### src/rtl/vc_sram_ctrl_pkg.sv
// Shared request/response types for the val/rdy SRAM controller.
// VC_SRAM_RESP_ENTRY_T(W) declares the queued response entry for a W-bit data path.
package vc_sram_ctrl_pkg;

  typedef enum logic {
    REQ_READ  = 1'b0,
    REQ_WRITE = 1'b1
  } req_type_e;

endpackage

`define VC_SRAM_RESP_ENTRY_T(W) struct packed { vc_sram_ctrl_pkg::req_type_e typ; logic [(W)-1:0] data; }

### src/rtl/vc_sram_resp_queue.sv
// Circular response queue with count and head peek; registered enq/deq, head is combinational.
// No internal flow control: the owner guarantees no enqueue when full and no dequeue when empty.
module vc_sram_resp_queue #(
  parameter  int p_depth     = 2,
  parameter  int p_nbits     = 33,
  localparam int c_ptr_nbits = (p_depth > 1) ? $clog2(p_depth) : 1,
  localparam int c_cnt_nbits = $clog2(p_depth + 1)
) (
  input  logic                   clk,
  input  logic                   reset,
  input  logic                   enq_val,
  input  logic [p_nbits-1:0]     enq_data,
  input  logic                   deq_val,
  output logic [p_nbits-1:0]     head_data,
  output logic [c_cnt_nbits-1:0] count
);

  logic [p_nbits-1:0]     entries [p_depth];
  logic [c_ptr_nbits-1:0] head;
  logic [c_ptr_nbits-1:0] tail;

  function automatic logic [c_ptr_nbits-1:0] ptr_inc(input logic [c_ptr_nbits-1:0] p);
    return (p == c_ptr_nbits'(p_depth - 1)) ? '0 : p + c_ptr_nbits'(1);
  endfunction

  always_ff @(posedge clk or negedge reset) begin
    if (!reset) begin
      head  <= '0;
      tail  <= '0;
      count <= '0;
    end else begin
      if (enq_val) tail <= ptr_inc(tail);
      if (deq_val) head <= ptr_inc(head);
      if (enq_val && !deq_val)      count <= count + c_cnt_nbits'(1);
      else if (!enq_val && deq_val) count <= count - c_cnt_nbits'(1);
    end
  end

  // Payload storage needs no reset: count gates every read of it.
  always_ff @(posedge clk) begin
    if (enq_val) entries[tail] <= enq_data;
  end

  assign head_data = entries[head];

  a_no_enq_when_full: assert property (@(posedge clk) disable iff (!reset)
    enq_val |-> (count != c_cnt_nbits'(p_depth)));
  a_no_deq_when_empty: assert property (@(posedge clk) disable iff (!reset)
    deq_val |-> (count != '0));

endmodule

### src/rtl/vc_sram_req_resp_ctrl.sv
// Val/rdy front end for a 1rw SRAM (1-cycle read); one in-order response per request, credit-limited queue.
// Define VC_SRAM_CTRL_RESP_BYPASS_EN for 1-cycle responses over a 2-entry queue; default is 2-cycle via 3 entries.
module vc_sram_req_resp_ctrl
  import vc_sram_ctrl_pkg::*;
#(
  parameter  int p_data_nbits  = 32,
  parameter  int p_num_entries = 256,
  localparam int c_addr_nbits  = $clog2(p_num_entries),
  localparam int c_data_nbytes = (p_data_nbits + 7) / 8
) (
  input  logic                     clk,
  input  logic                     reset,
  input  logic                     req_val,
  output logic                     req_rdy,
  input  logic                     req_type,
  input  logic [c_addr_nbits-1:0]  req_addr,
  input  logic [p_data_nbits-1:0]  req_data,
  input  logic [c_data_nbytes-1:0] req_byte_en,
  output logic                     resp_val,
  input  logic                     resp_rdy,
  output logic                     resp_type,
  output logic [p_data_nbits-1:0]  resp_data,
  output logic                     sram_read_en,
  output logic [c_addr_nbits-1:0]  sram_read_addr,
  input  logic [p_data_nbits-1:0]  sram_read_data,
  output logic                     sram_write_en,
  output logic [c_data_nbytes-1:0] sram_write_byte_en,
  output logic [c_addr_nbits-1:0]  sram_write_addr,
  output logic [p_data_nbits-1:0]  sram_write_data
);

`ifdef VC_SRAM_CTRL_RESP_BYPASS_EN
  localparam int c_q_depth = 2;
`else
  localparam int c_q_depth = 3;
`endif
  localparam int c_cnt_nbits = $clog2(c_q_depth + 1);

  typedef `VC_SRAM_RESP_ENTRY_T(p_data_nbits) resp_entry_t;
  localparam int c_entry_nbits = $bits(resp_entry_t);

  logic                     req_fire;
  logic                     p1_val;
  req_type_e                p1_type;
  resp_entry_t              p1_entry;
  resp_entry_t              resp_entry;
  logic [c_entry_nbits-1:0] q_head;
  logic [c_cnt_nbits-1:0]   q_count;
  logic                     q_nonempty;
  logic                     q_enq;
  logic                     q_deq;
  logic [c_cnt_nbits:0]     occupancy;

  // Credit counts the in-flight read as well, so SRAM data always has a slot.
  assign occupancy = {1'b0, q_count} + {{c_cnt_nbits{1'b0}}, p1_val};
  assign req_rdy   = occupancy < (c_cnt_nbits + 1)'(c_q_depth);
  assign req_fire  = req_val & req_rdy;

  assign sram_read_en       = req_fire & ~req_type;
  assign sram_write_en      = req_fire & req_type;
  assign sram_read_addr     = req_addr;
  assign sram_write_addr    = req_addr;
  assign sram_write_data    = req_data;
  assign sram_write_byte_en = req_byte_en;

  always_ff @(posedge clk or negedge reset) begin
    if (!reset) begin
      p1_val  <= 1'b0;
      p1_type <= REQ_READ;
    end else begin
      p1_val  <= req_fire;
      p1_type <= req_type_e'(req_type);
    end
  end

  always_comb begin
    p1_entry      = '0;
    p1_entry.typ  = p1_type;
    p1_entry.data = (p1_type == REQ_READ) ? sram_read_data : '0;
  end

  assign q_nonempty = (q_count != '0);

`ifdef VC_SRAM_CTRL_RESP_BYPASS_EN
  // Queue head wins; stage 1 answers directly only when nothing older is waiting.
  assign resp_val   = q_nonempty | p1_val;
  assign resp_entry = q_nonempty ? resp_entry_t'(q_head) : p1_entry;
  assign q_enq      = p1_val & ~(~q_nonempty & resp_rdy);
`else
  assign resp_val   = q_nonempty;
  assign resp_entry = resp_entry_t'(q_head);
  assign q_enq      = p1_val;
`endif

  assign q_deq = resp_val & resp_rdy & q_nonempty;

  vc_sram_resp_queue #(
    .p_depth (c_q_depth),
    .p_nbits (c_entry_nbits)
  ) u_resp_queue (
    .clk       (clk),
    .reset     (reset),
    .enq_val   (q_enq),
    .enq_data  (p1_entry),
    .deq_val   (q_deq),
    .head_data (q_head),
    .count     (q_count)
  );

  assign resp_type = resp_val & resp_entry.typ;
  assign resp_data = resp_val ? resp_entry.data : '0;

  a_ctrl_known: assert property (@(posedge clk) disable iff (!reset)
    !$isunknown(req_val) && !$isunknown(resp_rdy));
  a_type_known: assert property (@(posedge clk) disable iff (!reset)
    req_fire |-> !$isunknown(req_type));
  a_addr_range: assert property (@(posedge clk) disable iff (!reset)
    req_fire |-> (32'(req_addr) < 32'(p_num_entries)));

endmodule
### config.mk
export PLATFORM = sky130hd
export DESIGN_NAME = vc_sram_req_resp_ctrl
export DESIGN_NICKNAME = d
export VERILOG_FILES = /design/src/rtl/vc_sram_ctrl_pkg.sv /design/src/rtl/vc_sram_resp_queue.sv /design/src/rtl/vc_sram_req_resp_ctrl.sv
export SDC_FILE = /design/constraint.sdc
export NUM_CORES = 1
export LEC_CHECK = 0
export BUFFER_PORTS_ARGS = -buffer_cell sky130_fd_sc_hd__buf_2
export CAP_MARGIN = 20
export CORE_MARGIN = 8
export CORE_UTILIZATION = 46
export DETAILED_ROUTE_END_ITERATION = 8
export GPL_TIMING_DRIVEN = 0
export PLACE_DENSITY = 0.74
export RECOVER_POWER = 100
export SKIP_LAST_GASP = 1
export SLEW_MARGIN = 10
export SYNTH_ARGS = -nofsm -noshare
export SYNTH_HDL_FRONTEND = slang
export SYNTH_SLANG_ARGS = --single-unit
### constraint.sdc
create_clock -name clk -period 3.2 [get_ports clk]
set_input_delay 0.32 -clock clk [delete_from_list [all_inputs] [get_ports clk]]
set_output_delay 0.32 -clock clk [all_outputs]
set_load 0.01 [all_outputs]
After elaboration in Yosys (flattened, before gate mapping)
Memory sizes are Yosys's and may differ from the RTL's.
Index checks and enable logic that the tools add are counted.
{ "classes": {"addsub": 5, "n_lt_le_gt_ge": 1, "eq_ne": 2, "n_mux": 8, "bitwise_logic": 7, "n_reduce_logical": 6} }
{ "ops": {"columns": ["op", "count"], "rows": [
  ["$mux W32", 2],
  ["$mux W2", 4],
  ["$add A2 B1 Y2 const B", 3],
  ["$and A1 B1 Y1", 6],
  ["$eq A2 B2 Y1 const B", 2],
  ["$reduce_bool A2 Y1", 2],
  ["$add A2 B1 Y3", 1],
  ["$lt A3 B2 Y1 const B", 1],
  ["$logic_and A1 B1 Y1", 2],
  ["$logic_not A1 Y1", 2],
  ["$mux W1", 2],
  ["$sub A2 B1 Y2 const B", 1],
  ["$not A1 Y1", 1]
]} }
{ "totals": {"register_bits": 8, "mem_bits_rw": 99, "out_inout_bits": 89, "wordCells": 35, "memories": 1} }
{ "memory_table": {"columns": ["memory", "depth", "width", "rd", "rd_clocked_by_memory_dff", "wr", "line_no", "source"], "rows": [
  ["u_resp_queue.entries", 3, 33, 1, 0, 1, "vc_sram_resp_queue.sv:18", "logic [p_nbits-1:0] entries [p_depth];"]
]} }

Depth between registers and ports, before layout
Gate-level depths: netlist of the first run.
{ "logic_depth": {"depth_word": 6, "mapped_depth": 5, "depth_no_buf": 5} }

Cells and area by module
Synthesis of the first run repeated with hierarchy kept, for this count alone.
{ "unflattened": {"cells_unflattened": 369, "hier_area_um2": 4927.2} }
{ "modules_own_cells": {"columns": ["module", "n_inst", "cells_each", "area_each_um2", "seq_area_each_um2"], "rows": [
  ["vc_sram_resp_queue", 1, 233, 3963.8, 3123.0],
  ["vc_sram_req_resp_ctrl", 1, 136, 963.4, 50.0]
]} }

Least setup slack after synthesis of the first run
Ideal clock, no wire load.
{ "synth_path": {"path_kind": "flip-flop to flip-flop", "start": "register p1_val", "end": "memory u_resp_queue.entries[2][0] (enable)", "setup_time_ps": 471, "t_arrival_ps": 2911, "required_ps": 2729, "path_slack_ps": -182, "path_stages_with_launch": 3, "path_cell_list": "dfrtp_1 -> inv_1 -> nor3b_1"} }
{ "synth_between": {"elab_chain_len": 2} }
{ "synth_lines": {"columns": ["item", "line_no", "source"], "rows": [
  ["start, declared", "vc_sram_req_resp_ctrl.sv:43", "logic p1_val;"],
  ["start signal, assigned", "vc_sram_req_resp_ctrl.sv:71", "p1_val <= req_fire;"],
  ["$mux W1", "vc_sram_resp_queue.sv:41", "if (enq_val) entries[tail] <= enq_data;"],
  ["$mux W1 (implied by the code)", "vc_sram_resp_queue.sv:41", null],
  ["end, declared", "vc_sram_resp_queue.sv:18", null]
]} }
No other way between the ends.

Worst setup path after layout of the first run
{ "layout_path": {"start": "register u_resp_queue.head[0]", "end": "output port resp_data[22]"} }
{ "layout_between": {"elab_chain_len": 2} }
{ "layout_lines": {"columns": ["item", "line_no", "source"], "rows": [
  ["start, declared", "vc_sram_resp_queue.sv:19", "logic [c_ptr_nbits-1:0] head;"],
  ["start signal, assigned", "vc_sram_resp_queue.sv:33", "if (deq_val) head <= ptr_inc(head);"],
  ["$mem_v2 Z3 W33", null, null],
  ["$mux W32", "vc_sram_req_resp_ctrl.sv:111", "assign resp_data = resp_val ? resp_entry.data : '0;"],
  ["end, declared", "vc_sram_req_resp_ctrl.sv:22", "output logic [p_data_nbits-1:0] resp_data,"]
]} }
No other way between the ends.

==> results of run 1 <==
-- layer usage --
layer  wire, µm  up-vias
li1           -     1396
met1       4080     1393
met2       5320      131
met3        974       11
met4        151        0
met5          0        -
-- registers in the layout, summed over array words and instances (netlist names) --
signal / flops
u_resp_queue.head: 2
u_resp_queue.count: 2
p1_type: 1
u_resp_queue.tail: 2
p1_val: 1
u_resp_queue.entries: 99
-- power by group through the flow --
| stage | sequential, W | clock (W) | combinational [W] |
|---|---|---|---|
| global route | 0.00203 | 0.000768 | 0.00234 |
| global placement | 0.00202 | 0 | 0.00217 |
| detailed placement | 0.00203 | 0 | 0.00228 |
| CTS | 0.00200 | 0.000722 | 0.00229 |
| finish | 0.00200 | 0.000704 | 0.00211 |
| floorplan | 0.00200 | 0 | 0.00151 |
-- metrics by stage --
stage / power, W / setup slack (ns)
floorplan: 0.00351 / 0.893
global placement: 0.00419 / -0.147
detailed placement: 0.00431 / 1.34
CTS: 0.00502 / 0.924
global route: 0.00513 / 0.498
finish: 0.00481 / 0.670
-- cells in the mapped netlist --
cell	instances
a21o_1	3
a21oi_1	1
and2_1	1
and3_1	1
buf_12	2
buf_2	1
buf_4	55
buf_6	1
buf_8	1
clkbuf_1	6
dfrtp_1	8
edfxtp_1	99
ha_1	3
inv_1	2
mux2_2	6
mux2_4	27
mux2i_1	33
nand2_1	2
nand2b_1	1
nor2_1	35
nor2_2	1
nor2b_1	33
nor3_1	2
nor3b_1	1
o21ai_0	2
xnor2_1	1
xor2_1	2
-- cells by family (layout without fill, tap and decap cells) --
kind of cell	count (synthesis)	after routing	share of synthesized area [%]
AOI/OAI and AO/OA	6	6	0.754
DFF	107	107	63.7
xor gates and xnor gates	3	3	0.528
buffers and inverters	68	215	10.3
and+or+nand+nor	77	77	7.79
muxes	66	66	16.1
adders and majority gates	3	3	0.754
-- final cells by class --
cell class              count  area, µm²
multi-input cells         155       1310
repair buffers            131        582
plain buffers              66        499
clock buffers              11        131
well taps                 140        175
inverters                   2       7.51
fillers                   947       4790
flip-flops and latches    107       3170
clock inverters             5       30.0
-- worst paths after layout --
path	start	to	slack, ns	cells past startpoint
max reg2reg	p1_val$_DFF_PN0_	u_resp_queue.entries[0][19]$_DFFE_PP_	0.86	4
max in group asynchronous	reset	u_resp_queue.tail[1]$_DFFE_PN0P_	2.48	2
min	req_type	p1_type$_DFF_PN0_	0.09	1
min reg2reg	u_resp_queue.count[1]$_DFFE_PN0P_	u_resp_queue.count[1]$_DFFE_PN0P_	0.55	1
max	u_resp_queue.head[0]$_DFFE_PN0P_	resp_data[22]	0.67	6
min in group asynchronous	reset	p1_val$_DFF_PN0_	0.41	2
-- worst max-delay path: stages, from the launching register on --
cell,delay [ns]
dfrtp_1,0.35
clkbuf_1,0.58
buf_12,0.24
mux2_4,0.30
mux2i_1,0.15
nor2_1,0.08
clkbuf_1,0.15
-- what timing repair did --
action,CTS,global route
setup endpoints to repair,0,0
hold buffers,1,0
endpoints found under the hold margin,8,0
==> reports/metrics.cfg, run 1 <==
[run_status]
outcome=complete, but fails checks
violations=capacitance limit

[pwr]
power_switching_w=0.00170
internal_power_w=0.00311
sw_frac_of_total_pct=35.3
combPwrFrac_pct=43.9
ir_worst_vdd_mv=0.394
seqPwrFrac_pct=41.5
p_leak_nw=2.29
power_frac_clock_pct=14.6
power_density_nw_per_um2=815

[yosys]
synthTopCellsByArea=edfxtp_1 60%, buf_4 8.3%, mux2_4 8.1%, mux2i_1 6.6%, nor2b_1 4.1%
yosys_warnings=0
syn_nets=414
ys_types=27
netlist_instances=330
synth_seq_cells=107
netlist_area_um2=4980
yosysTopAreaCell=edfxtp_1
avgSynthCellArea_um2=15.1
ys_seq_area_share_pct=63.7
synth_top_area_share_pct=59.7

[floorplanning]
die_area_um2=14400
rows=38
io_pins=170
start_util_pct=46.5
die_height_um=120
fp.dieW_um=120
core_area_um2=10700

[timing]
rsz0062_at_grt=no
fin_skew_ns=0.00571
finalMaxSlewViolations=0
setup_violations=0
slew-limit-headroom_pct=1.44
fin_hold_ws_ns=0.0861
fmax_mhz=395
worstMarginPinSlew_ns=1.47
finalHoldViolCount=0
min_period_over_period_pct=79.1
setup_tns_ns=0
fin_crit_ns=2.53

[global_route]
met2_usage_pct=26.4
grt_max_degree=22
antenna_found_initial=0
grt_busiest_layer=met2
grt-ovfl-total=0
grt.met1_usage_pct=15.3
grt_pass1_vias=3298
grt_use_met3_pct=4.74
grtUsageTotal_pct=14.6
grt_pass1_wl_um=16600

[routing]
firstDrtPassIters=4
via_per_inst=4.75
wl_per_cell_um=17.1
drcViolationCount=0
first_iter_violations=69
via_count=2931
ant_nets=0
wirelength_um=10500

[final_layout]
final_cells=617
final_cell_mix=99 x edfxtp_1, 98 x clkbuf_1, 55 x buf_4, 40 x buf_2, 36 x nor2_1
final_core_utilization_pct=55.3
syn_to_final_growth_pct=18.7
final_common_cell=edfxtp_1
design_area_um2=5910
antennaDiodeCount=0
fin_nets=556
drive_gt1_share_pct=31.0

[clock_tree]
cts_resized=0
cts_root_buffer=clkbuf_8
cts_max_path_buffers=2
numCtsBuffers=9
cts_tree=done
clkTransAtPathRegs_ns=0.09
cts.sinks=107
htreeDepth=3
clk_latency_ns=0.36
cts_setup_buffers=0

[worst_setup_path]
startpoint_type=flip-flop
end_kind=output port
worst_ep_required_time_ns=2.88
crit_path_max_fanout=10
critPathKind=flip-flop to output port
crit_arrival_ns=2.21

[placement]
dp_cells=600
port_buffers=125
dp.final_hpwl_um=7630
post_dp_cell_area_um2=5900
place.gp.congestion=0.727

[job]
max_cap_viol_count=1

[hold_path]
hp-class=primary input to flip-flop

Power figures use the tool's default switching activity.
==> inputs of run 2 (changes only) <==
--- a/config.mk
+++ b/config.mk
@@ -5,13 +5,14 @@
 export SDC_FILE = /design/constraint.sdc
 export NUM_CORES = 1
 export LEC_CHECK = 0
+export ABC_AREA = 1
 export BUFFER_PORTS_ARGS = -buffer_cell sky130_fd_sc_hd__buf_2
 export CAP_MARGIN = 20
 export CORE_MARGIN = 8
-export CORE_UTILIZATION = 46
+export CORE_UTILIZATION = 50
 export DETAILED_ROUTE_END_ITERATION = 8
 export GPL_TIMING_DRIVEN = 0
-export PLACE_DENSITY = 0.74
+export PLACE_DENSITY = 0.77
 export RECOVER_POWER = 100
 export SKIP_LAST_GASP = 1
 export SLEW_MARGIN = 10
==> constraint.sdc (replaced) <==
create_clock -name clk -period 2.4 [get_ports clk]
set_input_delay 0.24 -clock clk [delete_from_list [all_inputs] [get_ports clk]]
set_output_delay 0.24 -clock clk [all_outputs]
set_load 0.01 [all_outputs]
==> reports/metrics.cfg, run 2 <==
[run_status]
outcome=finished clean  ; was complete, but fails checks

[routing]
drcViolationCount=0  ; unchanged
wl_per_cell_um=15.8  ; was 17.1 µm
first_iter_violations=180  ; was 69
via_count=3587  ; was 2931
via_per_inst=4.73  ; was 4.75
firstDrtPassIters=4  ; unchanged
ant_nets=0  ; unchanged
wirelength_um=12000  ; was 10500 µm

[yosys]
ys_seq_area_share_pct=63.8  ; was 63.7%
synthArstFlopShare_pct=7.48  ; unchanged
synth_seq_cells=107  ; unchanged
syn_nets=565  ; was 414
ys_types=18  ; was 27
ys.flop_type=edfxtp_1  ; unchanged
synthTopCellsByArea=edfxtp_1 60%, nand2_1 8.3%, buf_4 7.9%, nand3_1 7.0%, inv_1 5.7%  ; was edfxtp_1 60%, buf_4 8.3%, mux2_4 8.1%, mux2i_1 6.6%, nor2b_1 4.1%
synth_top_family_by_area=simple AND/OR/NAND/NOR gates  ; was multiplexers
yosysTopAreaCell=edfxtp_1  ; unchanged
synthAdderAreaFrac_pct=0.755  ; was 0.754%
yosys_warnings=0  ; unchanged
synth_top_area_share_pct=59.8  ; was 59.7%
synth_xor_area_share_pct=0.176  ; was 0.528%
avgSynthCellArea_um2=10.3  ; was 15.1 µm²
synth_edf_count=99  ; unchanged
synth-simple-area-share_pct=18.6  ; was 7.79%
netlist_instances=481  ; was 330
synth_compound_area_share_pct=0.403  ; was 0.754%
synthMuxAreaShare_pct=0  ; was 16.1%
yosys-top-cells-count=110 x nand2_1, 99 x edfxtp_1, 75 x inv_1  ; was 99 x edfxtp_1, 55 x buf_4, 35 x nor2_1
yosysMostFrequentCell=nand2_1  ; was edfxtp_1
netlist_area_um2=4970  ; was 4980 µm²

[worst_setup_path]
end_kind=output port  ; unchanged
crit_buf_inv=4  ; was 3
cp-startpoint=u_resp_queue.head[1]$_DFFE_PN0P_  ; was u_resp_queue.head[0]$_DFFE_PN0P_
startpoint_type=flip-flop  ; unchanged
crit_family=buffers and inverters  ; unchanged
crit_path_max_fanout=10  ; unchanged
worstPathCellList=clkbuf_2, clkbuf_1, nand2_1, nand3_1, nand2_1, inv_1, clkbuf_1  ; was clkbuf_1, buf_12, mux2_4, mux2i_1, nor2_1, clkbuf_1
worst_ep_required_time_ns=2.16  ; was 2.88 ns
crit_arrival_ns=1.89  ; was 2.21 ns
cp_slowest_cell=clkbuf_1  ; unchanged
critPathKind=flip-flop to output port  ; unchanged
r2r_start=u_resp_queue.tail[1]$_DFFE_PN0P_  ; was p1_val$_DFF_PN0_
slowest_delay_ns=0.43  ; was 0.58 ns

[global_route]
grtUsageTotal_pct=17.7  ; was 14.6%
grt_busiest_layer=met2  ; unchanged
grt_pass1_vias=3657  ; was 3298
grt-ovfl-total=0  ; unchanged
antenna_found_initial=1  ; was 0
grt_max_degree=34  ; was 22
grt_pass1_wl_um=18100  ; was 16600 µm
met2_usage_pct=31.5  ; was 26.4%
grt.met1_usage_pct=19.0  ; was 15.3%
grt_use_met3_pct=5.32  ; was 4.74%

[placement]
pre_cts_ws_ns=0.744  ; was 1.34 ns
port_buffers=125  ; unchanged
place.gp.congestion=0.861  ; was 0.727
dp.final_hpwl_um=8590  ; was 7630 µm

[final_layout]
drive_gt1_share_pct=20.8  ; was 31.0%
fin_nets=704  ; was 556
final_cell_mix=111 x nand2_1, 99 x edfxtp_1, 86 x clkbuf_1, 75 x inv_1, 70 x nand3_1  ; was 99 x edfxtp_1, 98 x clkbuf_1, 55 x buf_4, 40 x buf_2, 36 x nor2_1
final_common_cell=nand2_1  ; was edfxtp_1
top_register=u_resp_queue.entries  ; unchanged
syn_to_final_growth_pct=18.2  ; was 18.7%
largest_register_ff_count=99  ; unchanged

[floorplanning]
core_area_um2=9730  ; was 10700 µm²
die_height_um=116  ; was 120 µm
die_area_um2=13400  ; was 14400 µm²
start_util_pct=51.1  ; was 46.5%
io_pins=170  ; unchanged
fp.dieW_um=116  ; was 120 µm
rows=36  ; was 38

[timing]
timing.final.ws_setup_ns=0.271  ; was 0.670 ns
fin_hold_ws_ns=0.105  ; was 0.0861 ns
slew-limit-headroom_pct=4.73  ; was 1.44%
worstMarginPinSlew_ns=1.43  ; was 1.47 ns
setup_tns_ns=0  ; unchanged
finalMaxSlewViolations=0  ; unchanged
rsz0062_at_grt=no  ; unchanged
finalHoldViolCount=0  ; unchanged
setup_violations=0  ; unchanged
fmax_mhz=470
min_period_over_period_pct=88.7
fin_crit_ns=2.13
fin_skew_ns=0.00862  ; was 0.00571 ns

[clock_tree]
clkTransAtPathRegs_ns=0.09  ; about the same
cts_setup_buffers=0  ; unchanged
cts.sinks=107  ; unchanged
clk_latency_ns=0.37  ; was 0.36 ns
cts_resized=0  ; unchanged
htreeDepth=3  ; unchanged
cts_hold_buf=2  ; was 1
cts_root_buffer=clkbuf_8  ; unchanged
cts_tree=done  ; unchanged
cts_max_path_buffers=2  ; unchanged
numCtsBuffers=9  ; unchanged

[pwr]
ir_worst_vdd_mv=0.723  ; was 0.394 mV
p_total_w=0.00658  ; was 0.00481 W
power_density_nw_per_um2=1120  ; was 815 nW/µm²
p_leak_nw=2.71  ; was 2.29 nW

[job]
max_cap_viol_count=0  ; was 1

[hold_path]
min-delay-start=req_val  ; was req_type
hp-class=primary input to flip-flop  ; unchanged

==> run 2: changes by cell type after synthesis, moves of 11 or more <==
cell	delta
nor2b_1	-33
inv_1	+73
mux2i_1	-33
buf_2	+11
mux2_4	-27
nand2_1	+108
nand3_1	+70
==> run 2: path summary, 6_finish.rpt <==
check	end	slack, ns	cells past startpoint
setup / recovery	resp_data[9]	0.27	7
hold / removal	p1_val$_DFF_PN0_	0.10	3
setup reg to reg	u_resp_queue.entries[1][3]$_DFFE_PP_	0.38	3
hold reg to reg	u_resp_queue.count[1]$_DFFE_PN0P_	0.52	2
max in group asynchronous	u_resp_queue.tail[1]$_DFFE_PN0P_	1.80	2
min in group asynchronous	p1_type$_DFF_PN0_	0.31	2
==> run 2: report_power, final <==
group          internal, W  switching, W  leakage, nW
logic             0.000965       0.00197         1.60
clock network     0.000383      0.000605       0.0876
registers          0.00254      0.000121         1.02
==> run 2: tightest hold or removal path, delay by kind of cell <==
family / cells / cell delay, ns
buffers and inverters: 2 / 0.13
and+or+nand+nor: 1 / 0.07
==> run 2: cells by family (layout without fill, tap and decap cells) <==
kind of cell             after synthesis  in the layout
AND/OR/NAND/NOR                      218            218
flip-flops                           107            107
XOR/XNOR                               1              1
AO/OA/AOI/OAI                          4              4
adder cells (fa/ha/maj)                3              3
other                                  0              1
buffers and inverters                148            292
==> run 2: area by class of cell <==
cell class	instances	area, µm²
antenna	1	2.50
buffer	72	510
clock buffer	9	124
clock inverter	7	51.3
fill	853	3850
inverter	76	288
multi-input combinational	226	993
sequential	107	3170
tap	133	166
timing repair buffer	128	571
==> run 2: per-layer routing <==
metal,vias up,part of all wire [%],wire length [µm]
met1,1626,37,4450
met4,0,2.6,316
met5,-,0,0
met3,19,12,1490
li1,1765,-,-
met2,177,48,5770
==> run 2: stage by stage <==
| stage | cells | utilization [%] | cell area (µm²) |
|---|---|---|---|
| 3_3_place_gp | 739 | 59.2 | 5760 |
| 3_5_place_dp | 740 | 59.6 | 5800 |
| 4_1_cts | 758 | 61.6 | 5990 |
| 2_1_floorplan | 481 | - | 4970 |
| 6_report | 759 | 60.4 | 5880 |
| 5_1_grt | 759 | 60.4 | 5880 |
==> inputs of run 3 (changes only) <==
--- a/config.mk
+++ b/config.mk
@@ -18,4 +18,5 @@
 export SLEW_MARGIN = 10
 export SYNTH_ARGS = -nofsm -noshare
 export SYNTH_HDL_FRONTEND = slang
+export SYNTH_HIERARCHICAL = 1
 export SYNTH_SLANG_ARGS = --single-unit
==> reports/metrics.cfg, run 3 <==
[timing]
fin_hold_ws_ns=0.0264  ; was 0.105 ns
worstMarginPinSlew_ns=1.46  ; was 1.43 ns
fin_crit_ns=2.17  ; was 2.13 ns
setup_violations=0  ; unchanged
slew-limit-headroom_pct=2.88  ; was 4.73%
fmax_mhz=461  ; was 470 MHz
finalMaxSlewViolations=0  ; unchanged
min_period_over_period_pct=90.4  ; was 88.7%
rsz0062_at_grt=no  ; unchanged
fin_skew_ns=0.00959  ; was 0.00862 ns
finalHoldViolCount=0  ; unchanged

[clock_tree]
numCtsBuffers=9  ; unchanged
cts_max_path_buffers=2  ; unchanged
cts_root_buffer=clkbuf_8  ; unchanged
cts.sinks=107  ; unchanged
clk_latency_ns=0.36  ; was 0.37 ns
clkTransAtPathRegs_ns=0.10  ; was 0.09 ns
htreeDepth=3  ; unchanged
cts_resized=0  ; unchanged
cts_tree=done  ; unchanged
cts_setup_buffers=0  ; unchanged

[worst_setup_path]
crit_top_cell=buf_4
slowest_delay_ns=0.37  ; was 0.43 ns
crit_path_max_fanout=10  ; unchanged
startpoint_type=flip-flop  ; unchanged
r2r_end=u_resp_queue/entries[0][16]$_DFFE_PP_  ; was u_resp_queue.entries[1][3]$_DFFE_PP_
worstPathCellList=buf_4, nor2_2, buf_4, nand2_1, nand3_1, inv_1, nor2_1, clkbuf_1  ; was clkbuf_2, clkbuf_1, nand2_1, nand3_1, nand2_1, inv_1, clkbuf_1
r2r_start=p1_val$_DFF_PN0_  ; was u_resp_queue.tail[1]$_DFFE_PN0P_
path_depth=8  ; was 7
crit_arrival_ns=1.93  ; was 1.89 ns
reg2reg_slack_ns=0.35  ; was 0.38 ns
crit_family=buffers and inverters  ; unchanged
crit_buf_inv=4  ; unchanged
worstRegToRegCells=2  ; was 3
critPathKind=flip-flop to output port  ; unchanged
cp_slowest_cell=dfrtp_1  ; was clkbuf_1
end_kind=output port  ; unchanged
worst_ep_required_time_ns=2.16  ; about the same

[global_route]
grt_pass1_vias=3655  ; was 3657
grt_max_degree=34  ; unchanged
grtUsageTotal_pct=17.1  ; was 17.7%
grt_pass1_wl_um=17600  ; was 18100 µm
antenna_found_initial=0  ; was 1
grt-ovfl-total=0  ; unchanged

[final_layout]
fin_nets=704  ; unchanged
drive_gt1_share_pct=20.6  ; was 20.8%
syn_to_final_growth_pct=18.3  ; was 18.2%
final_core_utilization_pct=60.3  ; was 60.4%
top_register=u_resp_queue/entries  ; was u_resp_queue.entries
largest_register_ff_count=99  ; unchanged
design_area_um2=5840  ; was 5880 µm²
final_common_cell=nand2_1  ; unchanged
antennaDiodeCount=0  ; was 1
final_cell_mix=109 x nand2_1, 99 x edfxtp_1, 87 x clkbuf_1, 78 x inv_1, 68 x nor2_1  ; was 111 x nand2_1, 99 x edfxtp_1, 86 x clkbuf_1, 75 x inv_1, 70 x nand3_1
n_fill_cell=862  ; was 853

[routing]
firstDrtPassIters=4  ; unchanged
wirelength_um=11400  ; was 12000 µm
via_per_inst=4.68  ; was 4.73
ant_nets=0  ; unchanged
via_count=3549  ; was 3587
drcViolationCount=0  ; unchanged
wl_per_cell_um=15.1  ; was 15.8 µm
first_iter_violations=160  ; was 180

[yosys]
synth_top_area_share_pct=60.2  ; was 59.8%
syn_nets=566  ; was 565
netlist_instances=482  ; was 481
synthArstFlopShare_pct=7.48  ; unchanged
synth_seq_cells=107  ; unchanged
ys_seq_area_share_pct=64.2  ; was 63.8%
ys_types=19  ; was 18
yosys-top-cells-count=109 x nand2_1, 99 x edfxtp_1, 79 x inv_1  ; was 110 x nand2_1, 99 x edfxtp_1, 75 x inv_1
synth_edf_count=99  ; unchanged
yosysMostFrequentCell=nand2_1  ; unchanged
ys.flop_type=edfxtp_1  ; unchanged
yosys_warnings=6  ; was 0
netlist_area_um2=4940  ; was 4970 µm²
yosysTopAreaCell=edfxtp_1  ; unchanged
avgSynthCellArea_um2=10.3  ; about the same
synthTopCellsByArea=edfxtp_1 60%, buf_4 9.0%, nand2_1 8.3%, inv_1 6.0%, nor2_1 5.1%  ; was edfxtp_1 60%, nand2_1 8.3%, buf_4 7.9%, nand3_1 7.0%, inv_1 5.7%

[pwr]
ir_worst_vdd_mv=0.688  ; was 0.723 mV
p_leak_nw=2.60  ; was 2.71 nW
power_density_nw_per_um2=1130  ; was 1120 nW/µm²

[hold_path]
hp-class=primary input to flip-flop  ; unchanged
holdPathEnd=p1_type$_DFF_PN0_  ; was p1_val$_DFF_PN0_
hold_depth=1  ; was 3
min-delay-start=req_type  ; was req_val

[floorplanning]
die_height_um=115  ; was 116 µm
die_area_um2=13300  ; was 13400 µm²
core_area_um2=9680  ; was 9730 µm²
rows=36  ; unchanged
fp.dieW_um=115  ; was 116 µm
start_util_pct=51.0  ; was 51.1%
io_pins=170  ; unchanged

[placement]
dp.final_hpwl_um=8300  ; was 8590 µm
port_buffers=125  ; unchanged
post_dp_cell_area_um2=5760  ; was 5800 µm²
place.gp.congestion=0.784  ; was 0.861

[job]
max_cap_viol_count=0  ; unchanged

[run_status]
outcome=finished clean  ; unchanged

==> run 3: through the flow <==
stage | setup WS (ns) | setup TNS (ns) | cells | power (W)
after global placement | -0.932 | -30.68 | 740 | 0.00566
final | 0.230 | 0 | 758 | 0.00662
after CTS | 0.221 | 0 | 758 | 0.00684
after floorplan | 0.0934 | 0 | 482 | 0.00463
after detailed placement | 0.629 | 0 | 741 | 0.00576
after global routing | 0.0710 | 0 | 758 | 0.00713
==> run 3: logic make-up after synthesis <==
logic type	synth area share (%)
AOI/OAI and AO/OA	0.405
xor gates and xnor gates	0.177
adders and majority gates	0.760
and+or+nand+nor	18.2
buffers and inverters	16.3
DFF	64.2
==> run 3: metal layers <==
layer	wire (µm)	share of wire, %	track usage (%)
met3	1150	10	4.69
met5	0	0	0
met2	5920	52	32.1
met1	4190	37	17.6
met4	178	1.6	6.74
==> run 3: cell type report <==
| cell class | count | area [µm²] | share of cell area, % |
|---|---|---|---|
| timing repair buffer | 127 | 553 | 9.46 |
| sequential | 107 | 3170 | 54.3 |
| clock inverter | 7 | 75.1 | 1.28 |
| tap | 133 | 166 | 2.85 |
| buffer | 68 | 500 | 8.56 |
| multi-input combinational | 227 | 952 | 16.3 |
| clock buffer | 9 | 124 | 2.12 |
| inverter | 80 | 300 | 5.14 |
==> run 3: power breakdown <==
group / total [W] / switching (W) / internal, W
logic: 0.00286 / 0.00189 / 0.000977
clock network: 0.00109 / 0.000598 / 0.000490
registers: 0.00267 / 0.000128 / 0.00254
total: 0.00662 / 0.00261 / 0.00401
==> run 3: how the worst max path moves through the flow <==
stage                                           startpoint                               endpoint  slack (ns)
after floorplan           u_resp_queue/tail[0]$_DFFE_PN0P_   u_resp_queue/entries[2][0]$_DFFE_PP_        0.09
final                     u_resp_queue/head[1]$_DFFE_PN0P_                          resp_data[30]        0.23
after CTS                 u_resp_queue/head[1]$_DFFE_PN0P_                          resp_data[12]        0.22
after detailed placement  u_resp_queue/head[1]$_DFFE_PN0P_                          resp_data[12]        0.63
after global routing      u_resp_queue/head[1]$_DFFE_PN0P_                          resp_data[16]        0.07
after global placement                    p1_val$_DFF_PN0_  u_resp_queue/entries[2][14]$_DFFE_PP_       -0.93
==> run 3: worst register-to-register path: cells and delay by family, from the launching register on <==
kind          cells  cell delay, ns
buf+inv           1            1.05
flops             1            0.47
simple gates      1            0.12
==> run 3: what timing repair did <==
action	4_1_cts	5_1_grt
endpoints found under the hold margin	8	0
hold buffers	1	0
endpoints found under the setup margin	0	0
